$ cat src/rtl/beat_interval_meter_if.sv
// Sample/threshold inputs and beat/interval results for beat_interval_meter.
// The producer side (filter glue or testbench) uses master.
// The meter itself uses slave.
interface beat_interval_meter_if #(
   parameter int DW = 10,
   parameter int CW = 16
);
   logic          sample_valid;
   logic [DW-1:0] sample;
   logic [DW-1:0] thresh_hi;
   logic [DW-1:0] thresh_lo;
   logic          beat;
   logic [CW-1:0] interval;
   logic [CW-1:0] avg_interval;
   logic          avg_valid;
   logic          timeout;

   modport master (
      output sample_valid, sample, thresh_hi, thresh_lo,
      input  beat, interval, avg_interval, avg_valid, timeout
   );

   modport slave (
      input  sample_valid, sample, thresh_hi, thresh_lo,
      output beat, interval, avg_interval, avg_valid, timeout
   );
endinterface

$ cat src/rtl/beat_interval_meter.sv
// Beat detector and beat-to-beat interval meter for the filtered sample stream.
// It uses a hysteresis threshold pair: the stream must drop to thresh_lo
// before a rise to thresh_hi counts as a beat.
// After each beat, a refractory window ignores the next REFRACT valid samples.
// Intervals are counted in valid samples, and the last four are averaged.
// A saturating counter flags loss of signal and restarts the history.
module beat_interval_meter #(
   parameter int DW      = 10,
   parameter int CW      = 16,
   parameter int REFRACT = 50
) (
   input  logic                 clk,
   input  logic                 reset,
   beat_interval_meter_if.slave bus
);

   localparam int              RW         = $clog2(REFRACT + 1);
   localparam int              SW         = CW + 2;
   localparam logic [CW-1:0]   CNT_MAX    = '1;
   localparam logic [RW-1:0]   REFRACT_LD = RW'(REFRACT);

   typedef enum logic [1:0] {
      S_IDLE,
      S_ARMED,
      S_REFRACT
   } state_t;

   state_t                 state_q, state_d;
   logic [RW-1:0]          rcnt_q, rcnt_d;
   logic [CW-1:0]          cnt_q, cnt_d;
   logic                   first_q, first_d;
   logic                   timeout_q, timeout_d;
   logic                   beat_q, beat_d;
   logic [CW-1:0]          interval_q, interval_d;
   logic [3:0][CW-1:0]     hist_q, hist_d;
   logic [2:0]             fill_q, fill_d;
   logic                   avg_valid_q, avg_valid_d;
   logic [CW-1:0]          avg_q, avg_d;
   logic                   beat_now;
   logic                   to_evt;

   // Interval counter step: holds at all-ones so a lost signal stays timed out.
   function automatic logic [CW-1:0] sat_inc(input logic [CW-1:0] v);
      return (v == CNT_MAX) ? v : v + CW'(1);
   endfunction

   // Mean of the four history entries.
   // The sum is two bits wider than an entry and the mean is truncated.
   function automatic logic [CW-1:0] trunc_avg(input logic [3:0][CW-1:0] h);
      logic [SW-1:0] sum;
      sum = SW'(h[0]) + SW'(h[1]) + SW'(h[2]) + SW'(h[3]);
      return sum[SW-1:2];
   endfunction

   // Detector FSM next state: at most one transition per valid sample.
   always_comb begin
      state_d  = state_q;
      rcnt_d   = rcnt_q;
      beat_now = 1'b0;
      if (bus.sample_valid) begin
         case (state_q)
            S_IDLE: begin
               // Re-arm only once the signal has fallen back to baseline.
               if (bus.sample <= bus.thresh_lo) begin
                  state_d = S_ARMED;
               end
            end
            S_ARMED: begin
               if (bus.sample >= bus.thresh_hi) begin
                  beat_now = 1'b1;
                  state_d  = S_REFRACT;
                  rcnt_d   = REFRACT_LD;
               end
            end
            S_REFRACT: begin
               // The sample that brings the window to zero is still ignored.
               rcnt_d = rcnt_q - RW'(1);
               if (rcnt_q == RW'(1)) begin
                  state_d = S_IDLE;
               end
            end
            default: begin
               state_d = S_IDLE;
            end
         endcase
      end
   end

   // Interval counting, first-beat suppression, history shift and timeout.
   always_comb begin
      cnt_d      = cnt_q;
      first_d    = first_q;
      timeout_d  = timeout_q;
      interval_d = interval_q;
      hist_d     = hist_q;
      fill_d     = fill_q;
      beat_d     = 1'b0;
      to_evt     = 1'b0;
      if (bus.sample_valid) begin
         beat_d = beat_now;
         if (beat_now) begin
            cnt_d = '0;
            if (first_q) begin
               // No earlier beat to measure from: just start timing.
               first_d   = 1'b0;
               timeout_d = 1'b0;
            end else begin
               // cnt counts the samples strictly between the two beats.
               interval_d = cnt_q + CW'(1);
               hist_d     = {hist_q[2:0], interval_d};
               fill_d     = (fill_q == 3'd4) ? fill_q : fill_q + 3'd1;
            end
         end else begin
            cnt_d = sat_inc(cnt_q);
            if (cnt_q == CNT_MAX - CW'(1)) begin
               // Signal lost: the next beat starts a fresh measurement.
               to_evt    = 1'b1;
               timeout_d = 1'b1;
               first_d   = 1'b1;
               hist_d    = '0;
               fill_d    = '0;
            end
         end
      end
   end

   // Averager feeding the registered adder stage.
   // It follows the history by one cycle, but a timeout clears it at once.
   always_comb begin
      avg_valid_d = (fill_q == 3'd4);
      avg_d       = avg_valid_d ? trunc_avg(hist_q) : '0;
      if (to_evt) begin
         avg_valid_d = 1'b0;
         avg_d       = '0;
      end
   end

   // State registers.
   // Reset dominates everything, including a coincident sample_valid.
   always_ff @(posedge clk) begin
      if (!reset) begin
         state_q     <= S_IDLE;
         rcnt_q      <= '0;
         cnt_q       <= '0;
         first_q     <= 1'b1;
         timeout_q   <= 1'b0;
         beat_q      <= 1'b0;
         interval_q  <= '0;
         hist_q      <= '0;
         fill_q      <= '0;
         avg_valid_q <= 1'b0;
         avg_q       <= '0;
      end else begin
         state_q     <= state_d;
         rcnt_q      <= rcnt_d;
         cnt_q       <= cnt_d;
         first_q     <= first_d;
         timeout_q   <= timeout_d;
         beat_q      <= beat_d;
         interval_q  <= interval_d;
         hist_q      <= hist_d;
         fill_q      <= fill_d;
         avg_valid_q <= avg_valid_d;
         avg_q       <= avg_d;
      end
   end

   assign bus.beat         = beat_q;
   assign bus.interval     = interval_q;
   assign bus.avg_interval = avg_q;
   assign bus.avg_valid    = avg_valid_q;
   assign bus.timeout      = timeout_q;

endmodule

$ cat src/flat_wrapper.sv
// flat-port wrapper written by rule: the top's interface ports become plain ports
module beat_interval_meter_flat 
#(
   parameter int DW      = 10,
   parameter int CW      = 16,
   parameter int REFRACT = 50
)
  (clk, reset, bus_sample_valid, bus_sample, bus_thresh_hi, bus_thresh_lo, bus_beat, bus_interval, bus_avg_interval, bus_avg_valid, bus_timeout);
  beat_interval_meter_if #(.DW(DW), .CW(CW)) bus_i ();
  input  logic clk;
  input  logic reset;
  input wire logic [$bits(bus_i.sample_valid)-1:0] bus_sample_valid;
  input wire logic [$bits(bus_i.sample)-1:0] bus_sample;
  input wire logic [$bits(bus_i.thresh_hi)-1:0] bus_thresh_hi;
  input wire logic [$bits(bus_i.thresh_lo)-1:0] bus_thresh_lo;
  output wire logic [$bits(bus_i.beat)-1:0] bus_beat;
  output wire logic [$bits(bus_i.interval)-1:0] bus_interval;
  output wire logic [$bits(bus_i.avg_interval)-1:0] bus_avg_interval;
  output wire logic [$bits(bus_i.avg_valid)-1:0] bus_avg_valid;
  output wire logic [$bits(bus_i.timeout)-1:0] bus_timeout;
  assign bus_i.sample_valid = bus_sample_valid;
  assign bus_i.sample = bus_sample;
  assign bus_i.thresh_hi = bus_thresh_hi;
  assign bus_i.thresh_lo = bus_thresh_lo;
  assign bus_beat = bus_i.beat;
  assign bus_interval = bus_i.interval;
  assign bus_avg_interval = bus_i.avg_interval;
  assign bus_avg_valid = bus_i.avg_valid;
  assign bus_timeout = bus_i.timeout;
  beat_interval_meter #(.DW(DW), .CW(CW), .REFRACT(REFRACT)) u_core (.clk(clk), .reset(reset), .bus(bus_i));
endmodule
$ cat config.mk
export PLATFORM = sky130hd
export DESIGN_NAME = beat_interval_meter_flat
export DESIGN_NICKNAME = d
export VERILOG_FILES = /design/src/rtl/beat_interval_meter_if.sv /design/src/rtl/beat_interval_meter.sv /design/src/flat_wrapper.sv
export SDC_FILE = /design/constraint.sdc
export NUM_CORES = 1
export LEC_CHECK = 0
export CAP_MARGIN = 10
export CORE_UTILIZATION = 45
export DETAILED_ROUTE_END_ITERATION = 8
export GPL_ROUTABILITY_DRIVEN = 1
export PLACE_DENSITY = 0.76
export SETUP_SLACK_MARGIN = 0.15
export SYNTH_ARGS = -nofsm -noshare
export SYNTH_HDL_FRONTEND = slang
export SYNTH_SLANG_ARGS = --single-unit
$ cat constraint.sdc
create_clock -name clk -period 7.24 [get_ports clk]
set_clock_uncertainty 0.2 [all_clocks]
set_input_delay 1.086 -clock clk [delete_from_list [all_inputs] [get_ports clk]]
set_output_delay 1.086 -clock clk [all_outputs]
set_load 0.02 [all_outputs]
# == Word level (Yosys, flattened, before mapping) ==
# Index checks and enable logic that the tools add are counted.
# word_totals
regBits,127
in_bits,33
output_inout_bits,35
elab_cells,77
# op_classes
addsub,6
order_cmp,2
n_eq_ne,13
muxes,25
bitwise,3
n_reduce_logical,14
# op_table
cell,count
64-bit 2-to-1 mux,3
18-bit by 16-bit adder with 18-bit output,2
"16-bit equality test, second input constant",2
16-bit 2-to-1 mux,2
16-bit by 16-bit adder with 17-bit output,1
"16-bit by 1-bit adder with 16-bit output, second input constant",1
3-bit 2-to-1 mux,4
6-bit one-hot mux with 2 select lines,1
3-bit AND reduction,4
10-bit greater-or-equal comparator,1
10-bit <= comparator,1
1-bit 2-to-1 mux,10
"2-bit by 1-bit != test with 1-bit output, second input constant",5
4-bit AND reduction,2
"6-bit by 1-bit equality test with 1-bit output, second input constant",1
2-bit 2-to-1 mux,3
6-bit 2-to-1 mux,1
2-bit one-hot mux with 3 select lines,1
2-bit AND reduction,3
"6-bit by 1-bit subtractor with 6-bit output, second input constant",1
"2-bit != test, second input constant",2
2-bit nonzero test,2
"3-bit by 1-bit adder with 3-bit output, second input constant",1
"3-bit equality test, second input constant",1
other kinds (6),8

# == Depth between registers and ports, before layout ==
# logic_depth
ltp_word,7
depth_mapped,18
mapped_depth_nobuf,18

# == Worst setup path after synthesis ==
# Ideal clock, no wire load.
# synth_timing
path_type,reg-to-reg
start,register u_core.hist_q[0] (netlist name)
end,"register u_core.avg_q[13], in the netlist u_core.bus.avg_interval[13]"
setup_time_ps,121
arrival_time_ps,3971
required_time_ps,6919
setup_slack_ps,2948
path_stages_with_launch,18
path_buffers,0
period_less_slack_ps,4292
path_cell_list,dfxtp_1 -> ha_1 -> inv_1 -> fa_1 -> nor2b_1 -> o21ai_0 -> a21boi_0 -> o211ai_1 -> mux2i_1 -> a2111oi_0 -> fa_1 -> inv_1 -> ha_1 -> o21a_1 -> a221o_1 -> a31oi_1 -> o21bai_1 -> mux2i_1
# synth_via
elab_chain_cells,3
# synth_rtl
element,line,rtl
"start, declared",beat_interval_meter.sv:35,"logic [3:0][CW-1:0] hist_q, hist_d;"
"start signal, assigned",beat_interval_meter.sv:161,hist_q <= hist_d;
16-bit by 16-bit adder with 17-bit output,beat_interval_meter.sv:51,sum = SW'(h[0]) + SW'(h[1]) + SW'(h[2]) + SW'(h[3]);
18-bit by 16-bit adder with 18-bit output (2 in series),beat_interval_meter.sv:51,
"end signal, assigned",beat_interval_meter.sv:164,avg_q <= avg_d;
"end, declared",beat_interval_meter.sv:38,"logic [CW-1:0] avg_q, avg_d;"
# No other way between the ends.
# A chain may end at the register's enable or synchronous reset.

# == Worst setup path after layout ==
# layout_timing
start,register u_core.hist_q[0] (netlist name)
end,"register u_core.avg_q[15], in the netlist u_core.bus.avg_interval[15]"
# Same word-level chain as after synthesis.

==> key figures <==
Logic synthesis
  • Post-Syn Area: 7270 µm²
  • Post-synth top area share: 35.0%
  • Syn Inst Count: 903
  • Post-Syn Nets: 1,011
  • Area leader, netlist: dfxtp_1
  • Yosys warning total: 0
  • Synth area leaders: dfxtp_1, ha_1, a21oi_1
  • Post-synthesis cell type count: 56
  • Avg Inst Size Synth: 8.05 µm²
  • Seq/Total Area, Yosys: 35.0%
  • Largest family of logic cells by synthesized area: simple AND/OR/NAND/NOR gates
  • Post-Synth XOR/XNOR Area: 5.78%
  • Adder-Cell Fraction of Synth Area: 14.7%
  • Main flop type after synthesis: dfxtp_1
  • Mux cell area share after synthesis: 0.413%
  • Post-synthesis compound-gate area fraction: 17.4%
  • #FFs+latches synth: 127
  • Post-synth EDFFs: 0
  • Simple-gate area share of the yosys netlist: 18.9%
  • FFs w/ async S/R, synth: 0%

Power
  • Internal Pwr Total: 1.25 mW
  • Max VDD drop: 166 µV
  • Logic pwr share: 4.6%
  • Switching share of power: 22.9%
  • Leak pwr: 3.43 nW
  • Power density cells: 187 nW/µm²
  • Sw Pwr: 0.371 mW
  • Flop pwr share: 43.6%
  • Clock power share: 51.8%

Critical path
  • Worst Path Required: 7.35 ns
  • Cell chain of the critical path: ha_1, inv_1, fa_1, nor2b_1, o21ai_0, a21boi_0, o211ai_1, mux2i_1, a2111oi_0, fa_1, inv_1, ha_1, o21a_1, a221o_1, a31oi_1, o21ai_0, o211a_1
  • Number of buffers and inverters on the critical path: 2
  • Setup Crit Path Kind: register to register
  • Reg2reg start: u_core.hist_q[0]
  • Crit end category: register
  • CP delay by family, top: compound AO/OA/AOI/OAI gates
  • CP startpoint kind: register
  • Crit path DAT: 5.03 ns
  • Slowest CP cell: a2111oi_0
  • Worst-case reg-to-reg path depth: 17
  • CP Max Fanout: 5
  • Max stage delay on crit path: 0.62 ns
  • Setup slack, reg-to-reg: 2.32 ns
  • End of the worst register-to-register path: u_core.bus.avg_interval[15]

Detailed routing
  • Router iterations before antenna repair: 4
  • Post-DRT Antenna Nets: 0
  • DR DRC count: 0
  • Vias per cell: 5.18
  • Routed wire length per instance: 12.9 µm
  • DR vias: 6,120
  • Total Wirelength: 15,200 µm
  • Starting DRT DRC Count: 318

Global routing
  • Largest net degree at the start of global routing: 93
  • Total GRT Usage: 19.9%
  • Grt ovf: 0
  • First-pass GRT wire length: 26,500 µm
  • Antenna violations before repair: 0
  • Number of global-route vias before repair: 5,752

Clocking
  • Post-CTS setup buffers: 0
  • CTS tree: done
  • H-Tree Depth: 4
  • Worst-Skew Late Latency: 0.42 ns
  • Sink Count: 127
  • Reg clk slew, reported paths: 0.06 ns
  • CTS buffer count: 17
  • Post-cts resize count: 0
  • Post-CTS Hold Buffers: 0
  • Clock root cell: clkbuf_16
  • Maximum root-to-sink buffer count: 2

Finish
  • Share of cells above drive strength 1: 4.35%
  • Design area: 8670 µm²
  • Commonest non-fill, non-tap cells in the layout: dfxtp_1, a21oi_1, nand2_1, inv_1, nand3_1
  • Most common cell after layout, fill and taps aside: dfxtp_1
  • Antenna diodes: 0
  • Nets: 1,061
  • Layout area overhead: 19.2%

Outcome
  • Outcome: complete, no violations

Timing
  • Final Cycle Share: 68.0%
  • Actual slew at the worst max-slew pin: 1.15 ns
  • Total negative slack: 0 ns
  • Fin. Hold Viols: 0
  • Fmax: 203 MHz
  • Rel. slew slack: 23.1%
  • Final WS setup: 2.32 ns
  • Crit path time final: 4.92 ns
  • # setup viols final: 0
  • Unrepaired setup endpoints after global routing: no
  • Final Slew Violations: 0

Floorplan
  • CORE AREA: 15,800 µm²
  • Die X: 129 µm
  • Rows: 46
  • Total die area: 16,700 µm²
  • # IOs: 68
  • Die Span Y: 129 µm
  • Initial Util: 45.9%

Placement
  • HPWL Detailed: 10,400 µm
  • Gpl congestion: 0.829
  • DP Area: 8090 µm²
  • IO buf count: 67
  • Setup WS pre-CTS: 2.34 ns

Worst hold path
  • Class of the tightest hold or removal check: register to register
  • WHS Path Cells: 2
  • Hold Startpoint: u_core.bus.interval[0]
  • Hold endpoint: u_core.bus.interval[0]

Flow run
  • MaxCap Viol Count: 0
==> sequential cells by signal (all words and copies together) (netlist names) <==
signal / flops
u_core.bus.avg_interval: 16
u_core.bus.avg_valid: 1
u_core.bus.beat: 1
u_core.bus.interval: 16
u_core.bus.timeout: 1
u_core.cnt_q: 16
u_core.fill_q: 3
u_core.first_q: 1
u_core.hist_q: 64
u_core.rcnt_q: 6
u_core.state_q: 2
==> how the worst max path moves through the flow <==
stage / end / start / slack (ns) / cells after the start
2_1_floorplan: u_core.bus.avg_interval[13] / u_core.hist_q[0] / 2.95 / 17
3_3_place_gp: u_core.bus.avg_interval[13] / u_core.hist_q[0] / 2.46 / 17
3_5_place_dp: u_core.bus.avg_interval[13] / u_core.hist_q[0] / 2.34 / 17
4_1_cts: u_core.bus.avg_interval[13] / u_core.hist_q[0] / 2.29 / 17
5_1_grt: u_core.bus.avg_interval[15] / u_core.hist_q[0] / 1.90 / 17
6_report: u_core.bus.avg_interval[15] / u_core.hist_q[0] / 2.32 / 17
==> worst min-delay path: cells and delay by family (launching register included) <==
family / cells / cell delay [ns]
AO/OA/AOI/OAI: 1 / 0.05
flip-flops: 1 / 0.31
AND/OR/NAND/NOR: 1 / 0.05
==> cell type report <==
type,count,area (µm²)
clock buffer,18,439
clock inverter,14,141
fill,1495,7160
inverter,105,394
multi-input combinational,631,4170
sequential,127,2540
tap,216,270
timing repair buffer,71,713
==> logic make-up (layout without fill, tap and decap cells) <==
group	count (synthesis)	after routing
and+or+nand+nor	298	298
DFF	127	127
AOI/OAI and AO/OA	207	207
buffers and inverters	145	208
adders and majority gates	75	75
xor gates and xnor gates	48	48
muxes	3	3
==> per-stage QoR <==
step                      hold slack (ns)  util, %  total power [mW]  instances
after global placement              0.245     51.1             0.795       1150
after detailed placement            0.251     51.1             0.797       1150
after floorplan                     0.245        -             0.766        903
after CTS                           0.262     54.8              1.63       1182
after global routing                0.285     54.8              1.68       1182
final                               0.257     54.8              1.62       1182
==> per-layer routing <==
| metal | global-route usage, % | up-vias | share of wire (%) | wire, µm |
|---|---|---|---|---|
| met2 | 32.6 | 116 | 46 | 7070 |
| li1 | - | 3190 | - | - |
| met5 | 0 | - | 0 | 0 |
| met4 | 7.61 | 0 | 1.4 | 210 |
| met1 | 25.7 | 2798 | 48 | 7360 |
| met3 | 4.09 | 16 | 3.8 | 572 |
==> Yosys cell counts, types with 5 or more instances <==
cell type / n
o211ai_1: 8
o21a_1: 5
a21oi_1: 112
nor2_1: 44
dfxtp_1: 127
ha_1: 58
fa_1: 17
nand2b_1: 8
xor2_1: 26
o21ai_0: 21
a21o_1: 11
inv_1: 105
nor3_1: 13
xnor2_1: 22
nor2b_1: 5
a211oi_1: 8
nand4_1: 5
buf_2: 17
nand2_1: 110
clkbuf_1: 20
nand3_1: 87
==> power by group through the flow <==
stage          clock network, mW  registers, mW  logic, mW
3_5_place_dp                   0          0.723     0.0740
5_1_grt                    0.888          0.708     0.0852
3_3_place_gp                   0          0.722     0.0729
4_1_cts                    0.853          0.707     0.0746
6_report                   0.841          0.708     0.0741
2_1_floorplan                  0          0.721     0.0441
(Power assumes the default switching activity.)
